$ cat src/rtl/game_sequencer.sv
// Per-frame game controller: sequences updater and pixel drawer, owns ball/platform/score state.
// Optional GAME_SEQUENCER_HISCORE_EN adds a high_score output that tracks the best score since reset.
module game_sequencer #(
   parameter int          FRAME_DIV  = 833333,
   parameter logic [7:0]  BALL_START = 8'd20,
   parameter logic [31:0] PLAT_POS   = 32'h8C_78_64_50
) (
   input  logic        clk,
   input  logic        reset,
   input  logic        start_n,
   input  logic [3:0]  keys_in,
   output logic [1:0]  statesig,
   output logic [3:0]  keys_out,
   output logic [7:0]  curr_ball,
   output logic [31:0] position_plats,
   output logic [11:0] color_plats,
   output logic [2:0]  color_ball,
   output logic [15:0] curr_score,
   input  logic [7:0]  upd_prev_ball,
   input  logic [7:0]  upd_new_ball,
   input  logic [11:0] upd_color_plats,
   input  logic [2:0]  upd_color_ball,
   input  logic        upd_gameover,
   input  logic [15:0] upd_score,
   output logic        draw_req,
   output logic        draw_erase,
   output logic [7:0]  draw_y,
   input  logic        draw_done,
   output logic        game_over
`ifdef GAME_SEQUENCER_HISCORE_EN
  ,output logic [15:0] high_score
`endif
);

   localparam int            CW        = $clog2(FRAME_DIV);
   localparam logic [CW-1:0] CNT_MAX   = CW'(FRAME_DIV - 1);
   localparam logic [11:0]   PLAT_COL0 = 12'b001010100111;
   localparam logic [2:0]    BALL_COL0 = 3'b111;

   typedef enum logic [2:0] {
      S_IDLE, S_INIT, S_WAIT, S_UPDATE, S_LATCH, S_ERASE, S_DRAW, S_OVER
   } state_t;

   state_t          state_q, state_d;
   logic [1:0]      start_sync;
   logic            start_prev;
   logic            start_press;
   logic [3:0]      key_s1, key_s2;
   logic [3:0]      key_latch;
   logic [CW-1:0]   cnt;
   logic [7:0]      prev_ball;
   logic            gap;
   logic [3:0]      key_n;
   logic            key_one;

   assign position_plats = PLAT_POS;

   // start synchroniser resets to "pressed" so a button held through reset never looks like a new press
   always_ff @(posedge clk or posedge reset) begin
      if (reset) begin
         start_sync <= 2'b00;
         start_prev <= 1'b0;
         key_s1     <= 4'hF;
         key_s2     <= 4'hF;
      end else begin
         start_sync <= {start_sync[0], start_n};
         start_prev <= start_sync[1];
         key_s1     <= keys_in;
         key_s2     <= key_s1;
      end
   end

   assign start_press = start_prev & ~start_sync[1];
   assign key_n       = ~key_s2;
   assign key_one     = (key_n != 4'd0) && ((key_n & (key_n - 4'd1)) == 4'd0);

   always_ff @(posedge clk or posedge reset) begin
      if (reset) state_q <= S_IDLE;
      else       state_q <= state_d;
   end

   always_comb begin
      statesig   = 2'b00;
      keys_out   = 4'hF;
      draw_req   = 1'b0;
      draw_erase = 1'b0;
      draw_y     = 8'd0;
      game_over  = 1'b0;
      state_d    = state_q;
      case (state_q)
         S_IDLE:   if (start_press) state_d = S_INIT;
         S_INIT:   state_d = S_DRAW;
         S_WAIT: begin
            statesig = 2'b01;
            if (cnt == CNT_MAX) state_d = S_UPDATE;
         end
         S_UPDATE: begin
            statesig = 2'b11;
            keys_out = key_latch;
            state_d  = S_LATCH;
         end
         S_LATCH: begin
            statesig = 2'b01;
            state_d  = upd_gameover ? S_OVER : S_ERASE;
         end
         S_ERASE: begin
            statesig   = 2'b10;
            draw_req   = 1'b1;
            draw_erase = 1'b1;
            draw_y     = prev_ball;
            if (draw_req && draw_done) state_d = S_DRAW;
         end
         S_DRAW: begin
            // one idle cycle after an erase so the drawer sees a fresh request
            statesig = 2'b10;
            draw_req = ~gap;
            draw_y   = curr_ball;
            if (draw_req && draw_done) state_d = S_WAIT;
         end
         S_OVER: begin
            game_over = 1'b1;
            if (start_press) state_d = S_INIT;
         end
         default:  state_d = S_IDLE;
      endcase
   end

   always_ff @(posedge clk or posedge reset) begin
      if (reset) begin
         curr_ball   <= BALL_START;
         color_plats <= PLAT_COL0;
         color_ball  <= BALL_COL0;
         curr_score  <= 16'd0;
         prev_ball   <= 8'd0;
         cnt         <= '0;
         key_latch   <= 4'hF;
         gap         <= 1'b0;
      end else begin
         gap <= (state_q == S_ERASE) && draw_done;
         if (state_q == S_WAIT) cnt <= (cnt == CNT_MAX) ? '0 : cnt + 1'b1;
         else                   cnt <= '0;
         if (state_q == S_UPDATE)
            key_latch <= 4'hF;
         else if (state_q == S_WAIT && key_latch == 4'hF && key_one)
            key_latch <= key_s2;
         if (state_q == S_INIT) begin
            curr_ball   <= BALL_START;
            color_plats <= PLAT_COL0;
            color_ball  <= BALL_COL0;
            curr_score  <= 16'd0;
         end else if (state_q == S_LATCH) begin
            curr_ball   <= upd_new_ball;
            color_plats <= upd_color_plats;
            color_ball  <= upd_color_ball;
            curr_score  <= upd_score;
            prev_ball   <= upd_prev_ball;
         end
      end
   end

`ifdef GAME_SEQUENCER_HISCORE_EN
   always_ff @(posedge clk or posedge reset) begin
      if (reset)                                         high_score <= 16'd0;
      else if (state_q == S_LATCH && upd_score > high_score) high_score <= upd_score;
   end
`endif

endmodule
$ cat config.mk
export PLATFORM = sky130hd
export DESIGN_NAME = game_sequencer
export DESIGN_NICKNAME = d
export VERILOG_FILES = /design/src/rtl/game_sequencer.sv
export SDC_FILE = /design/constraint.sdc
export NUM_CORES = 1
export LEC_CHECK = 0
export BUFFER_PORTS_ARGS = -buffer_cell sky130_fd_sc_hd__buf_2
export CAP_MARGIN = 20
export CELL_PAD_IN_SITES_DETAIL_PLACEMENT = 0
export CELL_PAD_IN_SITES_GLOBAL_PLACEMENT = 1
export CORE_MARGIN = 1
export CORE_UTILIZATION = 37
export CTS_CLUSTER_SIZE = 8
export DETAILED_ROUTE_END_ITERATION = 10
export GPL_TIMING_DRIVEN = 0
export PLACE_DENSITY_LB_ADDON = 0.1
export SYNTH_ARGS = -nofsm -noshare
export SYNTH_HDL_FRONTEND = slang
export SYNTH_SLANG_ARGS = --single-unit
$ cat constraint.sdc
create_clock -name clk -period 3.69 [get_ports clk]
set_clock_uncertainty 0.1 [all_clocks]
set_input_delay 0.5535 -clock clk [delete_from_list [all_inputs] [get_ports clk]]
set_output_delay 0.5535 -clock clk [all_outputs]
set_load 0.01 [all_outputs]
==> flow_metrics.tcl <==
set metrics [dict create \
    outcome "completed" \
    crit_required_ns 3.04 \
    drc 0 \
    timing_worst_slew_pin_value_ns 0.6168 \
    grt_max_degree 68 \
    wl_per_cell_microns 13.31 \
    drive_above_1_share_pct 35.94 \
    end_kind "output pin" \
    path_buf_inv 4 \
    clk_latency_ns 0.36 \
    path_delay_family "buffers and inverters" \
    vias 3064 \
    worst-path-max-fanout 10 \
    postCtsSetupBuffers 0 \
    post_cts_resized 0 \
    seq_area_frac_synth_pct 56.08 \
    startpoint "state_q[1]$_DFFE_PP0P_" \
    antenna_cells 0 \
    ys.flop_type "dfrtp_1" \
    layout_min_cycle_time_ns 2.828 \
    slowest_delay_ns 0.42 \
    syn_to_final_growth_pct 27.67 \
    r2r_end "cnt[10]$_DFF_PP0_" \
    power.leakage_uw 0.002456 \
    fmax_mhz 353.6 \
    synth_cells 379 \
    r2r-start "cnt[16]$_DFF_PP0_" \
    hold_viol_final 0 \
    final_common_cell "buf_2" \
    irDropWorstVdd_mv 0.2633 \
    h-tree-depth 3 \
    async_flop_share_pct 100.0 \
    core-area_sq_um 10280 \
    relSlewSlack_pct 58.79 \
    slew_viol_final 0 \
    io_pins 144 \
    critPathCapture "draw_y[2]" \
    synth_seq_cells 86 \
    yosys_warnings 0 \
    path_depth 7 \
    grt_pass1_wl_microns 14690 \
    fp.dieH_microns 104.5 \
    avgSynthCellArea_sq_um 10.26 \
    first_global_vias 2868 \
    multi_input_area_sq_um 1459 \
    ys_types 42 \
    cts_hold_buf 0 \
    worstPathCellList "clkbuf_1 > inv_1 > nor2_1 > clkbuf_1 > a22oi_1 > nor2b_1 > buf_2" \
    timing.hold.ws_ns 0.03548 \
    postLayoutCellArea_sq_um 4965 \
    path_clk_slew_ns 0.08 \
    r2r_slack_ns 1.40 \
    routed_wl_microns 8955 \
    finalNetCount 590 \
    layout_common_cells "112 x buf_2, 63 x nand2_1, 63 x dfrtp_1" \
    cts_sinks 86 \
    grt_setup_unrepaired "no" \
    die_w_microns 104.5 \
    antenna_found_initial 0 \
    critPathSlowestCell "clkbuf_1" \
    cts-root-buf "clkbuf_8" \
    rows 37 \
    dpl.hpwl_microns 6409 \
    max-cap-violations 0 \
    clockBufferDepth 2 \
    reg2regPathDepth 5 \
    drtIter0Drc 119 \
    cp_common_cell "clkbuf_1" \
    portBuffers 111 \
    first_pass_iters 4 \
    finalCritPeriodShare_pct 76.65 \
    gp_congestion 0.7315 \
    critPathArrivalTime_ns 2.17 \
    grt_overflow 0 \
    cts_tree "done" \
    place_area_sq_um 4757 \
    synth_edf_count 0 \
    worst_slack_ns 0.8617 \
    finalSetupViolCount 0 \
    ff_latch_area_sq_um 2181 \
    initial_core_util_pct 37.84 \
    synth_area_sq_um 3889 \
    grt_use_total_pct 17.42 \
    worstSetupPathType "register to output pin" \
    start_kind "register" \
    drt-vias-per-instance 4.553 \
    drtAntennaViolNets 0 \
    cts-buffers-inserted 9 \
    fillers 1033 \
    hp-class "input port to async pin" \
    die_area_sq_um 10920 \
    pre_cts_ws_ns 1.238 \
    powerDensity_nw_per_um2 713.7 \
]
## registers in the layout, indices dropped and copies added, names as in the netlist
name / flops
key_latch: 4
key_s1: 4
start_sync: 2
color_ball: 3
key_s2: 4
state_q: 3
start_prev: 1
curr_score: 16
curr_ball: 8
prev_ball: 8
cnt: 20
gap: 1
color_plats: 12
## synth_stat cells (all sizes together), types with 3 or more instances
library cell,count,share of area (%)
o41ai,3,0.68
inv,12,1.2
nor2b,10,1.6
clkbuf,15,1.4
a22oi,8,1.5
nand3,20,2.6
nand4,7,1.5
or3,3,0.48
nor2,27,2.6
dfrtp,63,41
xnor2,13,2.9
buf,36,6.7
dfstp,23,16
or2,4,0.64
nand2,63,6.1
a21oi,4,0.61
o21ai,4,0.61
nor3,9,1.2
a22o,29,6.5
nor4,4,0.64
## report_power, final
| group | leakage, uW | total (uW) | internal (uW) | switching [uW] |
|---|---|---|---|---|
| registers | 0.00106 | 1460 | 1300 | 168 |
| logic | 0.00129 | 1380 | 591 | 794 |
| clock network | 0.000107 | 695 | 350 | 345 |
## layout make-up
type / count / area share [%]
Clock buffer: 11 / 3.049
Multi-Input combinational cell: 260 / 29.39
Clock inverter: 5 / 1.134
Tap cell: 136 / 3.427
Buffer: 51 / 6.376
Sequential cell: 86 / 43.93
Inverter: 12 / 0.9577
Timing Repair Buffer: 112 / 11.74
## how the worst min path moves through the flow
| stage | endpoint |
|---|---|
| 2_1_floorplan | start_sync[1]$_DFF_PP0_ |
| 3_3_place_gp | start_sync[1]$_DFF_PP0_ |
| 4_1_cts | cnt[0]$_DFF_PP0_ |
| 5_1_grt | cnt[0]$_DFF_PP0_ |
| 3_5_place_dp | start_sync[1]$_DFF_PP0_ |
| 6_report | cnt[0]$_DFF_PP0_ |
## cells by family (layout without fill, tap and decap cells)
| group | Yosys count | count (layout) | share of synthesized area, % |
|---|---|---|---|
| compound gates | 55 | 55 | 11.42 |
| other cells | 2 | 32 | 0.1931 |
| fa+ha+maj | 2 | 2 | 0.6434 |
| xor+xnor | 15 | 15 | 3.378 |
| flops | 86 | 86 | 56.08 |
| simple gates | 156 | 156 | 18.98 |
| buf+inv | 63 | 191 | 9.298 |
## metrics by stage
step | TNS (ns) | total power (uW) | std cells | util (%)
2_1_floorplan | 0 | 2358 | 409 | -
3_3_place_gp | -15.61 | 2865 | 656 | 45.99
3_5_place_dp | 0 | 2886 | 657 | 46.29
4_1_cts | 0 | 3592 | 673 | 48.31
5_1_grt | 0 | 3809 | 673 | 48.31
6_report | 0 | 3543 | 673 | 48.31
## per-layer routing
metal	up-vias	GRT usage, %	part of all wire [%]
met5	-	0	0
met4	0	8.980	2.1
met3	13	3.258	4.7
met2	93	26.44	46
met1	1426	23.67	47
li1	1532	-	-
## worst reg2reg max path, cell delays in order, from the launching register on
cell and delay, ns:
dfrtp_1 0.42, or3_1 0.38, or4_4 0.54, o21ai_2 0.41, buf_4 0.27, nor2_1 0.06
Power figures use the tool's default switching activity.
